--- config.mk ---
export PLATFORM = sky130hd
export DESIGN_NAME = led_game_ctrl
export DESIGN_NICKNAME = d
export VERILOG_FILES = /design/src/rtl/led_game_ctrl.sv
export SDC_FILE = /design/constraint.sdc
export NUM_CORES = 1
export LEC_CHECK = 0
export BUFFER_PORTS_ARGS = -buffer_cell sky130_fd_sc_hd__buf_2
export CAP_MARGIN = 20
export CORE_ASPECT_RATIO = 0.5
export CORE_MARGIN = 4
export CORE_UTILIZATION = 30
export CTS_BUF_LIST = sky130_fd_sc_hd__clkbuf_4 sky130_fd_sc_hd__clkbuf_8 sky130_fd_sc_hd__clkbuf_16
export DETAILED_ROUTE_END_ITERATION = 16
export PLACE_DENSITY = 0.58
export SETUP_SLACK_MARGIN = 0.2
export SYNTH_ARGS = -nofsm -noshare
export SYNTH_HDL_FRONTEND = slang
export SYNTH_SLANG_ARGS = --single-unit
--- constraint.sdc ---
create_clock -name clk -period 2 [get_ports clk]
set_clock_uncertainty 0.1 [all_clocks]
set_input_delay 0.5 -clock clk [delete_from_list [all_inputs] [get_ports clk]]
set_output_delay 0.5 -clock clk [all_outputs]
set_load 0.05 [all_outputs]
--- src/rtl/led_game_ctrl.sv ---
// led_game_ctrl: round sequencer for the switch-compare LED game.
// Runs the idle / fill / win-blink / lose-blink state machine, owns the tick
// divider, drives the 16-LED bank and keeps a saturating win counter.
//
//   state | meaning
//   ------+----------------------------------------------------------
//   IDLE  | LEDs dark, divider parked at 0, waiting for start
//   RUN   | one LED lit per tick from LED15 down, waiting for a match
//   WIN   | LED15 blinks for 2*BLINKS ticks, then back to IDLE
//   LOSE  | whole bank blinks for 2*BLINKS ticks, then back to IDLE
module led_game_ctrl #(
    parameter int unsigned DIV_MAX = 1_000_000,
    parameter logic [3:0]  TARGET  = 4'b1010,
    parameter int unsigned BLINKS  = 3
) (
    input  logic        clk,
    input  logic        rst,
    input  logic        start,
    input  logic [15:0] sw_i,
    output logic [15:0] led_o,
    output logic [1:0]  state_o,
    output logic        busy_o,
    output logic [7:0]  win_cnt_o
);

    typedef enum logic [1:0] {
        S_IDLE = 2'd0,
        S_RUN  = 2'd1,
        S_WIN  = 2'd2,
        S_LOSE = 2'd3
    } state_t;

    localparam logic [24:0] DIV_LAST   = 25'(DIV_MAX);
    localparam logic [4:0]  BLINK_LAST = 5'(2 * BLINKS - 1);
    localparam logic [15:0] WIN_PAT    = 16'h8000;
    localparam logic [15:0] LOSE_PAT   = 16'hFFFF;

    state_t      state_q, state_d;
    logic [24:0] div_q, div_d;
    logic [4:0]  led_cnt_q, led_cnt_d;
    logic [4:0]  blink_q, blink_d;
    logic [15:0] led_q, led_d;
    logic [7:0]  win_q, win_d;

    logic tick;
    logic match;
    logic unused_sw;

    assign tick      = (div_q == DIV_LAST);
    // Switches are assumed debounced/synchronised upstream.
    assign match     = (sw_i[3:0] == TARGET);
    assign unused_sw = ^sw_i[15:4];

    // Registers, synchronous reset.
    always_ff @(posedge clk) begin
        if (rst) begin
            state_q   <= S_IDLE;
            div_q     <= '0;
            led_cnt_q <= '0;
            blink_q   <= '0;
            led_q     <= '0;
            win_q     <= '0;
        end else begin
            state_q   <= state_d;
            div_q     <= div_d;
            led_cnt_q <= led_cnt_d;
            blink_q   <= blink_d;
            led_q     <= led_d;
            win_q     <= win_d;
        end
    end

    // Next-state, LED pattern, counters and divider.
    always_comb begin
        state_d   = state_q;
        div_d     = tick ? '0 : div_q + 25'd1;
        led_cnt_d = led_cnt_q;
        blink_d   = blink_q;
        led_d     = led_q;
        win_d     = win_q;

        unique case (state_q)
            S_IDLE: begin
                div_d = '0;
                led_d = '0;
                if (start) begin
                    state_d   = S_RUN;
                    led_cnt_d = '0;
                end
            end
            S_RUN: begin
                // A match beats a simultaneous tick, even on the lose tick.
                if (match) begin
                    state_d = S_WIN;
                    led_d   = WIN_PAT;
                    blink_d = '0;
                    win_d   = (win_q == 8'hFF) ? win_q : win_q + 8'd1;
                end else if (tick) begin
                    if (led_cnt_q < 5'd16) begin
                        led_d     = led_q | (WIN_PAT >> led_cnt_q);
                        led_cnt_d = led_cnt_q + 5'd1;
                    end else begin
                        state_d = S_LOSE;
                        led_d   = LOSE_PAT;
                        blink_d = '0;
                    end
                end
            end
            S_WIN, S_LOSE: begin
                if (tick) begin
                    if (blink_q == BLINK_LAST) begin
                        state_d = S_IDLE;
                        led_d   = '0;
                    end else begin
                        led_d   = (led_q != '0) ? 16'h0000
                                : ((state_q == S_WIN) ? WIN_PAT : LOSE_PAT);
                        blink_d = blink_q + 5'd1;
                    end
                end
            end
            default: state_d = S_IDLE;
        endcase

        // Every state change restarts the tick period.
        if (state_d != state_q) begin
            div_d = '0;
        end
    end

    assign led_o     = led_q;
    assign state_o   = state_q;
    assign busy_o    = (state_q != S_IDLE);
    assign win_cnt_o = win_q;

endmodule

* Yosys cells after proc, flatten, opt, wreduce, memory -nomap -nowiden
Index checks and enable logic that the tools add are counted.
** Word-level totals
- Memories :: 0
- Memory bits (writable) :: 0
- Memory bits (read-only) :: 0
- Word-level logic and storage cells :: 67
- Bits in registers :: 61
- Latch bits :: 0
- Input port bits :: 19
** Cells by class
- Reductions and logical operators :: 11
- Div/mod/pow operators :: 0
- $mul :: 0
- Order comparisons :: 1
- Add/subtract/negate cells :: 4
- Muxes and demuxes :: 26
- Bitwise operators :: 2
- Equality and inequality tests :: 16
- Shift operators :: 1
** Operators by type and width (count)
- 16-bit two-way mux :: 6
- 16-bit one-hot mux with 3 select lines :: 1
- 5-bit two-way mux :: 9
- 25-bit by 1-bit adder with 25-bit output, second input constant :: 1
- 25-bit by 20-bit == test with 1-bit output, second input constant :: 1
- 5-bit one-hot mux with 2 select lines :: 2
- 16-bit OR :: 1
- 16-bit nonzero test :: 1
- 16-bit by 5-bit >> shifter with 16-bit output, first input constant :: 1
- 15-bit two-way mux :: 1
- 2-bit two-way mux :: 6
- 2-bit inequality test, second input constant :: 6
- 5-bit by 1-bit adder with 5-bit output, second input constant :: 2
- 5-bit AND reduction :: 2
- 8-bit by 1-bit adder with 8-bit output, second input constant :: 1
- 8-bit == test, second input constant :: 1
- 3-bit inequality test, second input constant :: 2
- 2-bit one-hot mux with 3 select lines :: 1
- 2-bit nonzero test :: 3
- 5-bit by 3-bit == test with 1-bit output, second input constant :: 1
- 5-bit < comparator, second input constant :: 1
- 2-bit == test, second input constant :: 2
- 4-bit == test, second input constant :: 1
- 4-bit OR reduction :: 1
- 7 further kinds :: 7

* Depth between registers and ports, before layout
- Depth after elaboration :: 7
- Depth in mapped cells :: 10
- Depth with buffers taken out :: 7

* Least setup slack after synthesis
No wires, ideal clock.
- Kind :: flip-flop to flip-flop
- Start :: register state_q[0], in the netlist state_o[0]
- End :: register led_q[13], in the netlist led_o[13]
- Cell stages (with the launch flop) :: 8
- Data arrival time :: 1.974 ns
- Required time :: 1.829 ns
- Path buffers :: 2
- Clock period less this slack :: 2.144 ns
- Slack :: -0.144 ns
- Setup time :: 0.071 ns
- Path through :: dfxtp_1 > clkbuf_8 > and2b_1 > nand2_1 > a31oi_1 > buf_2 > nand2_1 > a21oi_1
** On the way
- Cells in the longest elaborated chain, start to end :: 6
- Elaborated cells on any way between the ends :: 13
- Those cells by class :: eq/ne: 5; mux: 5; reduce/logical: 3
** RTL lines
- start: declaration :: line 38 : state_t state_q, state_d;
- start signal: assignment :: line 64 : state_q <= state_d;
- 2-bit == test :: line 82, 116
- 15-bit two-way mux :: line 116 : : ((state_q == S_WIN) ? WIN_PAT : LOSE_PAT);
- 16-bit two-way mux :: line 115 : led_d = (led_q != '0) ? 16'h0000
- 16-bit two-way mux :: line 111 : if (blink_q == BLINK_LAST) begin
- 16-bit two-way mux :: line 110 : if (tick) begin
- 16-bit one-hot mux with 3 select lines :: line 82 : unique case (state_q)
- end signal: assignment :: line 68 : led_q <= led_d;
- end: declaration :: line 42 : logic [15:0] led_q, led_d;
Several ways; a longest one is shown, not always the timed one. The select of a mux whose other input is x is not followed.
A chain may end at the register's enable or synchronous reset.

* Final worst setup path
- Start :: register div_q[1]
- End :: register blink_q[1]
** On the way
- Cells in the longest elaborated chain, start to end :: 3
- Elaborated cells on any way between the ends :: 4
- Those cells by class :: eq/ne: 3; reduce/logical: 1
** RTL lines
- start: declaration :: line 39 : logic [24:0] div_q, div_d;
- start signal: assignment :: line 65 : div_q <= div_d;
- 25-bit by 20-bit == test with 1-bit output (*) :: line 49 : assign tick = (div_q == DIV_LAST);
- 3-bit inequality test (no source line) / 2-bit inequality test (equally long branches)
- 5-bit AND reduction (no source line) (*)
- end signal: assignment :: line 67 : blink_q <= blink_d;
- end: declaration :: line 41 : logic [4:0] blink_q, blink_d;
Mark *: on every way between the ends. The rest lies on a longest branch, timed or not.

==> run metrics <==
post-synthesis cell type count=53; asr flop ratio synth=0%; Synth Warn #=0; crit path kind=reg2reg; power per cell area=between 600 and 700 mW/mm2; met1 Use GR=16.5%; Die ar.=0.0127 mm2; minimum clock period=1940 ps; PortBufs=33; Worst Path Buf+Inv=3; Layout Utilization=45.2%; Total GRT Usage=between 10% and 20%; RSZ-0062 raised after global routing=true; count leader, synth=dfxtp_1; register area=0.00124 mm2; fraction of layout cells with a size suffix above 1=41.8%; Rows=26; CP endpoint kind=flop; syn nets=425; Clock Power Share=50.2%; Setup-failing EPs final=0; synth cell count leaders=61 x dfxtp_1, 58 x nor2_1, 38 x a21oi_1, 31 x nand2_1, 22 x nand3_1; fillers=989; die height=about 80 um; worst-case vdd ir drop=0.409 mV; HP Class=reg2reg; area growth from synthesis to layout=43.8%; area leader, netlist=dfxtp_1; Inserted Clock Buffers=9; Final #Nets=499; Final Hold Viols=0; Post-synth EDFFs=0; Int Pwr=2.27 mW; final period utilization=96.9%; Synth Register Bits=61; CTS tree=built; Synth area leaders=dfxtp_1 37%, nor2_1 6.7%, a21oi_1 5.8%; arrival time worst endpoint=around 2100 ps; Placeable Area=0.0104 mm2; wire length per cell=between 10 and 15 um; Top Ports=46; Fmax=516 MHz; initial drt markers=138; Synth top area share=37.3%; Die Wd=156 um; GRT overflow=0; sequential element share of the synthesized area=between 30% and 40%; register clock-pin slew on the reported worst setup and hold paths=50 ps; Starting Density=31.4%; Worst path most repeated cell=buf_4; Clk Latency, worst-skew pair=330 ps; crit-path cells=inv_2, ha_4, nor4b_4, buf_4, nand4_1, buf_4, nor4_4, or3_4, a211oi_2; routed via count=3027; antenna diode count=0; met3 GRT Util=under 10%; GRT Max-Usage Layer=met2; vias in the first global route=2840; GP Congestion=approximately 0.85; GR Layer Usage met2=21.6%; Psw=0.681 mW; Critical Path RT=2150 ps; Clock Tree Root=clkbuf_16; syn_area_per_cell=8.28 um2; Startpoint Class=flop; Sw Ratio=23.0%; Longest Clk Path Bufs=2; Max Slew Vio Count=0; # clock sinks=61; DP Wirelength=5.60 mm; global-route wire length before repair=13.4 mm; Slew HR=69.5%; synthesized area=0.00327 mm2; area occupied by multi-input gates=about 0.0023 mm2; worst-margin pin slew=~460 ps; Synth Flop Type=dfxtp_1; DP Worst Slack=-139 ps; Sequential Power Share=41.6%; final setup TNS=0 ps; P_leak=1.71 nW; Crit Path Max Fanout=5; detailed-route DRC error count=0; outcome=finished clean; cells after synthesis=395; post-route ant nets=0; Crit path max-delay family=simple AND/OR/NAND/NOR gates; crit-path max cell delay=430 ps; TritonRoute pass-1 iters=4; pin count of the biggest net entering global routing=19; Slowest-stage cell, CP=or3_4; H-Tree Depth=3; initial antenna violation count=0; number of vias per cell=around 4.9; Combinational Power Share=8.2%; final worst slack=62.9 ps; hold_buf cts=0; final WL=8.26 mm; MaxCap Viol Count=0
[per-stage QoR]
step	std cells	power (mW)	cell area, um2	hold slack, ps
global route	614	3.06	4710	400
detailed placement	586	1.43	3840	362
global placement	586	1.43	3840	357
CTS	609	2.95	4300	368
finish	614	2.96	4710	369
floorplan	395	1.37	3340	313
[area by class of cell]
class	count	area share (%)
clock inverters	1	0.106
repair buffers	82	13.9
clock buffers	15	6.01
multi-input cells	295	48.3
well taps	140	3.72
inverters	20	1.60
flip-flops and latches	61	26.3
[registers in the layout, indices dropped and copies added, names as in the netlist]
name	flops
blink_q	5
div_q	25
led_cnt_q	5
led_o	16
state_o	2
win_cnt_o	8
[placed cells by master (no fill, tap or decap), drive strengths merged, types with 17 or more instances in the layout]
master,count
nand2,32
buf,81
nand3,22
o21ai,20
nor2,61
xnor2,17
inv,20
dfxtp,61
a21oi,38
[logic make-up (layout without fill, tap and decap cells)]
| logic type | Yosys count | in the layout | synth area share, % |
|---|---|---|---|
| and+or+nand+nor | 179 | 179 | 29.9 |
| AOI/OAI and AO/OA | 75 | 75 | 14.0 |
| DFF | 61 | 61 | 37.3 |
| buffers and inverters | 39 | 118 | 6.58 |
| xor gates and xnor gates | 29 | 29 | 7.76 |
| adders and majority gates | 11 | 11 | 4.21 |
| muxes | 1 | 1 | 0.306 |
[timing repair]
item,CTS,global route
cloned,1,1
endpoints found under the setup margin,49,56
resized for setup,25,91
setup buffers,6,4
pin swaps,11,33
[worst register-to-register path, cell delays in order (launching register included)]
cell and delay [ps]:
dfxtp_2 330, inv_2 40, ha_4 150, nor4b_4 120, buf_4 140, nand4_1 160, buf_4 160, nor4_4 30
or3_4 430, a211oi_2 200
[worst paths after layout]
check | startpoint | endpoint | slack [ps] | cells past startpoint
setup reg to reg | div_q[1] | blink_q[1] | 60 | 9
hold reg to reg | led_o[3] | led_o[3] | 370 | 2
hold / removal | led_o[3] | led_o[3] | 370 | 2
setup / recovery | div_q[1] | blink_q[1] | 60 | 9
[metal layers]
layer  wire length, um  part of all wire [%]  vias up
met5                 0                     0        -
met4               125                   1.5        0
met3               271                   3.3       11
met2              3950                    48       47
met1              3910                    47     1432
li1                  -                     -     1537
[power groups by stage]
stage          clock network [mW]  registers, mW  logic (mW)
6_report                     1.48           1.23       0.242
5_1_grt                      1.58           1.23       0.259
4_1_cts                      1.52           1.23       0.206
3_5_place_dp                    0           1.25       0.176
3_3_place_gp                    0           1.25       0.175
2_1_floorplan                   0           1.27       0.101
(Power assumes the default switching activity.)
